$ cat src/rtl/phase_monitor.sv
// rtl/phase_monitor.sv - two-phase clock checker: edge strobes, order/overlap/toggle/liveness checks, lock
// Phases are sampled in the master clock domain; every check and the lock FSM run from one edge.
module phase_monitor #(
  parameter int LOCK_COUNT = 4,
  parameter int TIMEOUT    = 8,
  parameter int CNT_W      = 8
) (
  input  logic             i_clk,
  input  logic             i_rst_n,
  input  logic             i_clk1,
  input  logic             i_clk2,
  input  logic             i_o_s,
  input  logic             i_clr_err,
  output logic             o_ph1_stb,
  output logic             o_ph2_stb,
  output logic             o_locked,
  output logic [CNT_W-1:0] o_period,
  output logic             o_err_ovl,
  output logic             o_err_seq,
  output logic             o_err_tmo,
  output logic             o_err_os
);

  localparam int PW = $clog2(LOCK_COUNT + 1);
  localparam logic [PW-1:0]    LOCK_VAL = PW'(LOCK_COUNT);
  localparam logic [CNT_W-1:0] TMO_VAL  = CNT_W'(TIMEOUT);
  localparam logic [CNT_W-1:0] CNT_MAX  = '1;

  typedef enum logic [1:0] {
    HUNT = 2'd0,
    EXP2 = 2'd1,
    EXP1 = 2'd2
  } state_t;

  state_t           r_state;
  state_t           w_state_nxt;
  logic             r_c1_q;
  logic             r_c2_q;
  logic             r_os_q;
  logic             r_os_valid;
  logic [PW-1:0]    r_pair;
  logic [PW-1:0]    w_pair_nxt;
  logic [PW-1:0]    w_pair_inc;
  logic             w_locked_nxt;
  logic             w_per_upd;
  logic [CNT_W-1:0] r_gap;
  logic [CNT_W-1:0] w_gap_inc;
  logic [CNT_W-1:0] r_per_cnt;
  logic             w_r1;
  logic             w_r2;
  logic             w_any;
  logic             w_ovl;
  logic             w_seq;
  logic             w_tmo;
  logic             w_os;
  logic             w_fault;

  assign w_r1  = i_clk1 & ~r_c1_q;
  assign w_r2  = i_clk2 & ~r_c2_q;
  assign w_any = w_r1 | w_r2;

  assign w_gap_inc  = (r_gap == CNT_MAX) ? r_gap : r_gap + 1'b1;
  assign w_pair_inc = (r_pair == LOCK_VAL) ? r_pair : r_pair + 1'b1;

  // Checks are mutually exclusive by priority: only the strongest one raises its flag.
  assign w_ovl = i_clk1 & i_clk2;
  assign w_seq = ~w_ovl & ((w_r1 & (r_state == EXP2)) | (w_r2 & (r_state == EXP1)));
  assign w_tmo = ~w_ovl & ~w_seq & (r_state != HUNT) & ~w_any & (w_gap_inc >= TMO_VAL);
  assign w_os  = ~w_ovl & ~w_seq & ~w_tmo & w_any & (r_state != HUNT) &
                 r_os_valid & (i_o_s == r_os_q);
  assign w_fault = w_ovl | w_seq | w_tmo;

  always_comb begin
    w_state_nxt  = r_state;
    w_pair_nxt   = r_pair;
    w_locked_nxt = o_locked;
    w_per_upd    = 1'b0;
    if (w_fault) begin
      w_state_nxt  = HUNT;
      w_pair_nxt   = '0;
      w_locked_nxt = 1'b0;
    end else begin
      case (r_state)
        HUNT: begin
          if (w_r1) w_state_nxt = EXP2;
        end
        EXP2: begin
          if (w_r2) begin
            w_state_nxt = EXP1;
            w_pair_nxt  = w_pair_inc;
            if (w_pair_inc == LOCK_VAL) w_locked_nxt = 1'b1;
          end
        end
        EXP1: begin
          if (w_r1) begin
            w_state_nxt = EXP2;
            w_per_upd   = 1'b1;
          end
        end
        default: w_state_nxt = HUNT;
      endcase
    end
  end

  always_ff @(posedge i_clk or negedge i_rst_n) begin
    if (!i_rst_n) begin
      r_state    <= HUNT;
      r_pair     <= '0;
      o_locked   <= 1'b0;
      r_c1_q     <= 1'b0;
      r_c2_q     <= 1'b0;
      o_ph1_stb  <= 1'b0;
      o_ph2_stb  <= 1'b0;
      r_gap      <= '0;
      r_per_cnt  <= '0;
      o_period   <= '0;
      r_os_q     <= 1'b0;
      r_os_valid <= 1'b0;
      o_err_ovl  <= 1'b0;
      o_err_seq  <= 1'b0;
      o_err_tmo  <= 1'b0;
      o_err_os   <= 1'b0;
    end else begin
      r_state   <= w_state_nxt;
      r_pair    <= w_pair_nxt;
      o_locked  <= w_locked_nxt;
      r_c1_q    <= i_clk1;
      r_c2_q    <= i_clk2;
      o_ph1_stb <= w_r1;
      o_ph2_stb <= w_r2;

      // Idle time in HUNT is not liveness-relevant, so the gap counter stays parked there.
      if (w_fault || w_any || (r_state == HUNT)) r_gap <= '0;
      else                                       r_gap <= w_gap_inc;

      if (w_r1)                        r_per_cnt <= CNT_W'(1);
      else if (r_per_cnt != CNT_MAX)   r_per_cnt <= r_per_cnt + 1'b1;
      if (w_per_upd)                   o_period  <= r_per_cnt;

      if (w_state_nxt == HUNT) begin
        r_os_valid <= 1'b0;
      end else if (w_any) begin
        r_os_q     <= i_o_s;
        r_os_valid <= 1'b1;
      end

      o_err_ovl <= (o_err_ovl & ~i_clr_err) | w_ovl;
      o_err_seq <= (o_err_seq & ~i_clr_err) | w_seq;
      o_err_tmo <= (o_err_tmo & ~i_clr_err) | w_tmo;
      o_err_os  <= (o_err_os  & ~i_clr_err) | w_os;
    end
  end

endmodule

$ cat config.mk
export PLATFORM = sky130hd
export DESIGN_NAME = phase_monitor
export DESIGN_NICKNAME = d
export VERILOG_FILES = /design/src/rtl/phase_monitor.sv
export SDC_FILE = /design/constraint.sdc
export NUM_CORES = 1
export LEC_CHECK = 0
export ABC_AREA = 1
export CORE_ASPECT_RATIO = 1.5
export CORE_UTILIZATION = 40
export CTS_CLUSTER_DIAMETER = 40
export DETAILED_ROUTE_END_ITERATION = 10
export GPL_TIMING_DRIVEN = 0
export PLACE_DENSITY = 0.59
export REMOVE_ABC_BUFFERS = 1
export SLEW_MARGIN = 30
export SYNTH_ARGS = -nofsm -noshare
export SYNTH_HDL_FRONTEND = slang
export SYNTH_SLANG_ARGS = --single-unit
$ cat constraint.sdc
create_clock -name i_clk -period 2.4 [get_ports i_clk]
set_clock_uncertainty 0.15 [all_clocks]
set_input_delay 0.36 -clock i_clk [delete_from_list [all_inputs] [get_ports i_clk]]
set_output_delay 0.36 -clock i_clk [all_outputs]
set_load 0.05 [all_outputs]
## Word level (Yosys, flattened, before mapping)

Cells that the tools add are included.
W data, S select, Z words.

| storage, ports and cells | value |
|---|---|
| flip-flop bits (word level) | 40 |
| input port bits | 6 |
| output and inout port bits | 15 |
| logic and storage cells | 97 |

| operators by class | value |
|---|---|
| add/sub/neg operators | 3 |
| magnitude comparators | 1 |
| equal/unequal tests | 7 |
| muxes and demuxes | 21 |
| bitwise operators | 35 |
| reductions and logical operators | 14 |

Operator list:

| cell | number |
|---|---|
| $mux W8 | 4 |
| $and A1 B1 Y1 | 19 |
| $add A8 B1 Y8 const B | 2 |
| $mux W3 | 4 |
| $reduce_bool A2 Y1 | 6 |
| $mux W1 | 9 |
| $eq A8 B8 Y1 const B | 1 |
| $ge A8 B4 Y1 const B | 1 |
| $ne A8 B8 Y1 const B | 1 |
| $not A1 Y1 | 8 |
| $or A1 B1 Y1 | 8 |
| $eq A3 B3 Y1 const B | 2 |
| $mux W2 | 3 |
| $logic_not A2 Y1 | 2 |
| $pmux W2 S2 | 1 |
| $reduce_and A2 Y1 | 2 |
| $add A3 B1 Y3 const B | 1 |
| $reduce_and A3 Y1 | 1 |
| $eq A2 B1 Y1 const B | 1 |
| $eq A2 B2 Y1 const B | 1 |
| $logic_or A1 B1 Y1 | 2 |
| $reduce_or A2 Y1 | 1 |
| $eq A1 B1 Y1 | 1 |

## Depth between registers and ports, before layout

| depth | value |
|---|---|
| word-level depth | 17 |
| depth in mapped cells | 13 |
| mapped depth without buffers | 13 |

## Worst setup path after synthesis

OpenSTA, ideal clock, no wires.

| path | value |
|---|---|
| path kind | register -> register |
| start | register r_gap[0] |
| end | register o_period[5] |
| setup time | 0.119 ns |
| arrival | 1.643 ns |
| data required time | 2.131 ns |
| path slack | 0.489 ns |
| stages on the path, launching flop included | 13 |
| path buffers | 1 |
| clock period less this slack | 1.911 ns |
| cell sequence | dfrtp_1 > ha_1 > nand2_2 > nor2_1 > nand3b_1 > nand2_1 > nor2_2 > nand3_2 > nand2_4 > nand3_4 > buf_6 > nand2_2 > o21ai_2 |

| between the ends | value |
|---|---|
| longest elaborated chain between the ends | 6 |
| elaborated cells on any way between the ends | 7 |
| those cells by class | add/sub: 1; order compare: 1; eq/ne: 1; mux: 2; bitwise: 2 |

Ends and longest elaborated chain:

| item | line | source |
|---|---|---|
| start: declaration | 46 | `logic [CNT_W-1:0] r_gap;` |
| start signal: assignment | 134 | `else r_gap <= w_gap_inc;` |
| $add A8 B1 Y8 / $eq A8 B8 Y1 (equally long branches) | 62 | `assign w_gap_inc = (r_gap == CNT_MAX) ? r_gap : r_gap + 1'b1;` |
| $mux W8 (*) | 62 |  |
| $ge A8 B4 Y1 (*) | 68 | `assign w_tmo = ~w_ovl & ~w_seq & (r_state != HUNT) & ~w_any & (w_gap_inc >= TMO_VAL);` |
| $and A1 B1 Y1 (*) | 68 |  |
| $or A1 B1 Y1 (*) | 71 | `assign w_fault = w_ovl \| w_seq \| w_tmo;` |
| $mux W1 (*) | 78 | `if (w_fault) begin` |
| end signal: assignment | 138 | `if (w_per_upd) o_period <= r_per_cnt;` |
| end: declaration | 17 | `output logic [CNT_W-1:0] o_period,` |

Every way passes the cells marked *; elsewhere a longest branch is shown, timed or not.
A chain may end at the register's enable or synchronous reset.

## Worst setup path in the final report

| path | value |
|---|---|
| start | register r_gap[0] |
| end | register o_period[1] |

The elaborated chain is that of the path after synthesis.

==> impl_metrics.toml <==
[run_status]
status = "completed"

[cells_and_area]
diodes = 0
final_net_count = 266
nFillCells = 483
drive_gt1_share_pct = 11.3
final_cell_mix = "50 x nand2_1, 40 x dfrtp_1, 37 x inv_1"
final_area_um2 = 2350
area_delta_synth_final_pct = 21.7
ff_latch_area_um2 = 1000
layout_commonest_cell = "nand2_1"
multi_input_area_um2 = 781

[worst_setup_path]
crit_type = "reg -> reg"
reg2reg_to = "o_period[1]$_DFFE_PN0P_"
crit_required_ns = 2.43
crit_slowest_cell = "dfrtp_1"
cp.arrival_ns = 2.14
r2r-start = "r_gap[0]$_DFF_PN0_"
start_kind = "flop"
worstPathMaxFanout = 14
cpMostUsedCell = "nand2_1"
r2r_cells = 12
path_cells = "ha_1 > nand2_2 > nor2_1 > nand3b_1 > nand2_1 > nor2_2 > nand3_2 > nand2_4 > nand3_4 > buf_12 > nand2_1 > o21ai_2"
cp-end-kind = "flop"
slowest_delay_ns = 0.41
rrSetupSlack_ns = 0.29

[clocking]
clock_sinks = 40
cts_buffers = 5
cts_tree = "yes"
path_clk_slew_ns = 0.07
clock_latency_ns = 0.29
cts_root_buf = "clkbuf_8"
h-tree-depth = 2
clock_path_buffers = 2

[placed_design]
dp_hpwl_um = 2620
port_buffers = 20
place_area_um2 = 2220
gp_congestion = 0.861
dp_slack_ns = -0.0957

[timing]
slew_violations = 0
fin_ws_ns = 0.288
min_period_ns = 2.11
setup_tns_ns = 0
worst_pin_slew_ns = 0.518
slew_headroom_pct = 65.2
period_share_pct = 88.0
finalHoldViolations = 0
setup_violations = 0
rsz0062_at_grt = "false"
fmax_mhz = 473

[routing]
drc = 0
drt_iter0_drc = 23
vias = 1486
via_per_inst = 4.63
firstDrtPassIters = 4
wire_per_inst_um = 11.0
totalWireLength_um = 3520
ant_nets = 0

[synthesis]
ys_ff_latch = 40
avgSynthCellArea_um2 = 8.61
syn_inst = 224
post_synth_num_cell_types = 31
yosysTopAreaCell = "dfrtp_1"
synthTopCellsByArea = "dfrtp_1 52%, nand2_1 9.7%, inv_1 7.2%"
synth-seq-area-share_pct = 51.9
synth_top_area_share_pct = 51.9
syn_area_um2 = 1930
ys_warn_count = 0

[flow_run]
maxCapViolations = 0

[pwr]
vdd_ir_drop_max_uv = 513
power.leakage_nw = 1.13
p_per_area_nw_per_um2 = 728

[hold_path]
min_path_cells = 1
hold_class = "reg -> reg"
min_from = "r_c2_q$_DFF_PN0_"
holdPathEnd = "o_ph2_stb$_DFF_PN0_"

[grt]
grt_use_total_pct = 16.7
grt_first_pass_wirelength_um = 6390
grt_pass1_vias = 1450
grt_max_degree = 27
antenna_found_initial = 0
grt_overflow_total = 0

[die]
core_area_um2 = 4580
num_io_pins = 21
initial_core_util_pct = 42.1
die_w_um = 58.7
num_rows = 30
die_y_um = 87.1
die_area_um2 = 5110
==> flip-flops by register name, summed over array words and instances, names as in the netlist, 2 cells and up <==
signal	count
r_gap	8
r_pair	3
r_state	2
r_per_cnt	8
o_period	8
==> routing by layer <==
layer	GRT usage [%]	wire length, um	up-vias	share of wire (%)
met5	0	0	-	0
met2	27.8	1740	19	49
met1	19.9	1590	680	45
met4	9.09	99	0	2.8
li1	-	-	779	-
met3	3.71	94	8	2.7
==> cell usage after synthesis <==
| cell type | count |
|---|---|
| nand2_1 | 50 |
| dfrtp_1 | 40 |
| inv_1 | 37 |
| nor2_1 | 16 |
| o21ai_0 | 16 |
| nand3_1 | 11 |
| o21ai_2 | 8 |
| a21oi_1 | 4 |
| ha_1 | 4 |
| nor2_2 | 4 |
| a211oi_1 | 3 |
| a31oi_1 | 3 |
| nand2_2 | 3 |
| nor3_1 | 3 |
| o2111ai_1 | 2 |
| o21ai_1 | 2 |
| o22ai_1 | 2 |
| or2_1 | 2 |
| xor2_1 | 2 |
| buf_2 | 1 |
| buf_6 | 1 |
| clkbuf_1 | 1 |
| conb_1 | 1 |
| inv_2 | 1 |
| nand2_4 | 1 |
| nand3_2 | 1 |
| nand3_4 | 1 |
| nand3b_1 | 1 |
| nor4_1 | 1 |
| o21bai_1 | 1 |
| o32ai_1 | 1 |
==> layout make-up <==
type | instances | area share, %
repair buffers | 24 | 10.8
flip-flops and latches | 40 | 42.6
multi-input cells | 147 | 33.3
inverters | 38 | 6.08
clock buffers | 8 | 3.84
well taps | 64 | 3.41
==> stage by stage <==
stage,hold WS (ns),cells,utilization [%],total power (W)
2_1_floorplan,-0.0856,225,-,0.00113
3_3_place_gp,0.263,309,48.1,0.00127
3_5_place_dp,0.146,310,48.5,0.00127
5_1_grt,0.302,321,51.3,0.00182
4_1_cts,0.272,319,50.7,0.00174
6_report,0.276,321,51.3,0.00171
==> logic make-up (layout without fill, tap and decap cells) <==
family | Yosys count | after routing | synth area share (%)
xor gates and xnor gates | 2 | 2 | 0.908
and+or+nand+nor | 94 | 94 | 22.1
DFF | 40 | 40 | 51.9
other | 1 | 5 | 0.194
adders and majority gates | 4 | 4 | 2.59
AOI/OAI and AO/OA | 42 | 42 | 13.9
buffers and inverters | 41 | 70 | 8.43
==> power breakdown <==
group / total, W / leakage (nW) / internal [W] / switching (W)
Sequential: 0.000824 / 0.525 / 0.000762 / 0.0000622
Combinational: 0.000435 / 0.558 / 0.000148 / 0.000286
Clock: 0.000450 / 0.0455 / 0.000234 / 0.000216
Total: 0.00171 / 1.13 / 0.00114 / 0.000565
==> worst max-delay path, delay by kind of cell, from the launching register on <==
kind | cells | cell delay [ns]
AO/OA/AOI/OAI | 1 | 0.05
adder cells (fa/ha/maj) | 1 | 0.24
buffers and inverters | 1 | 0.17
flip-flops | 1 | 0.41
AND/OR/NAND/NOR | 9 | 0.98
==> timing repair <==
| action | 4_1_cts | 5_1_grt |
|---|---|---|
| resized for setup | 0 | 0 |
| hold buffers | 1 | 0 |
| endpoints found under the hold margin | 14 | 0 |
| setup buffers | 0 | 2 |
| setup endpoints to repair | 0 | 6 |
==> how the worst max path moves through the flow <==
stage | to | slack, ns | from | cells past startpoint
6_report | o_period[1]$_DFFE_PN0P_ | 0.29 | r_gap[0]$_DFF_PN0_ | 12
5_1_grt | r_os_q$_DFFE_PN0P_ | 0.09 | r_gap[0]$_DFF_PN0_ | 12
3_3_place_gp | o_period[4]$_DFFE_PN0P_ | -0.21 | i_rst_n | 1
3_5_place_dp | o_period[1]$_DFFE_PN0P_ | -0.1 | i_clk1 | 8
2_1_floorplan | o_period[0]$_DFFE_PN0P_ | 0.50 | r_gap[0]$_DFF_PN0_ | 11
4_1_cts | o_period[1]$_DFFE_PN0P_ | 0.17 | r_gap[1]$_DFF_PN0_ | 11
Note: power is estimated with default switching activity, not from simulation.
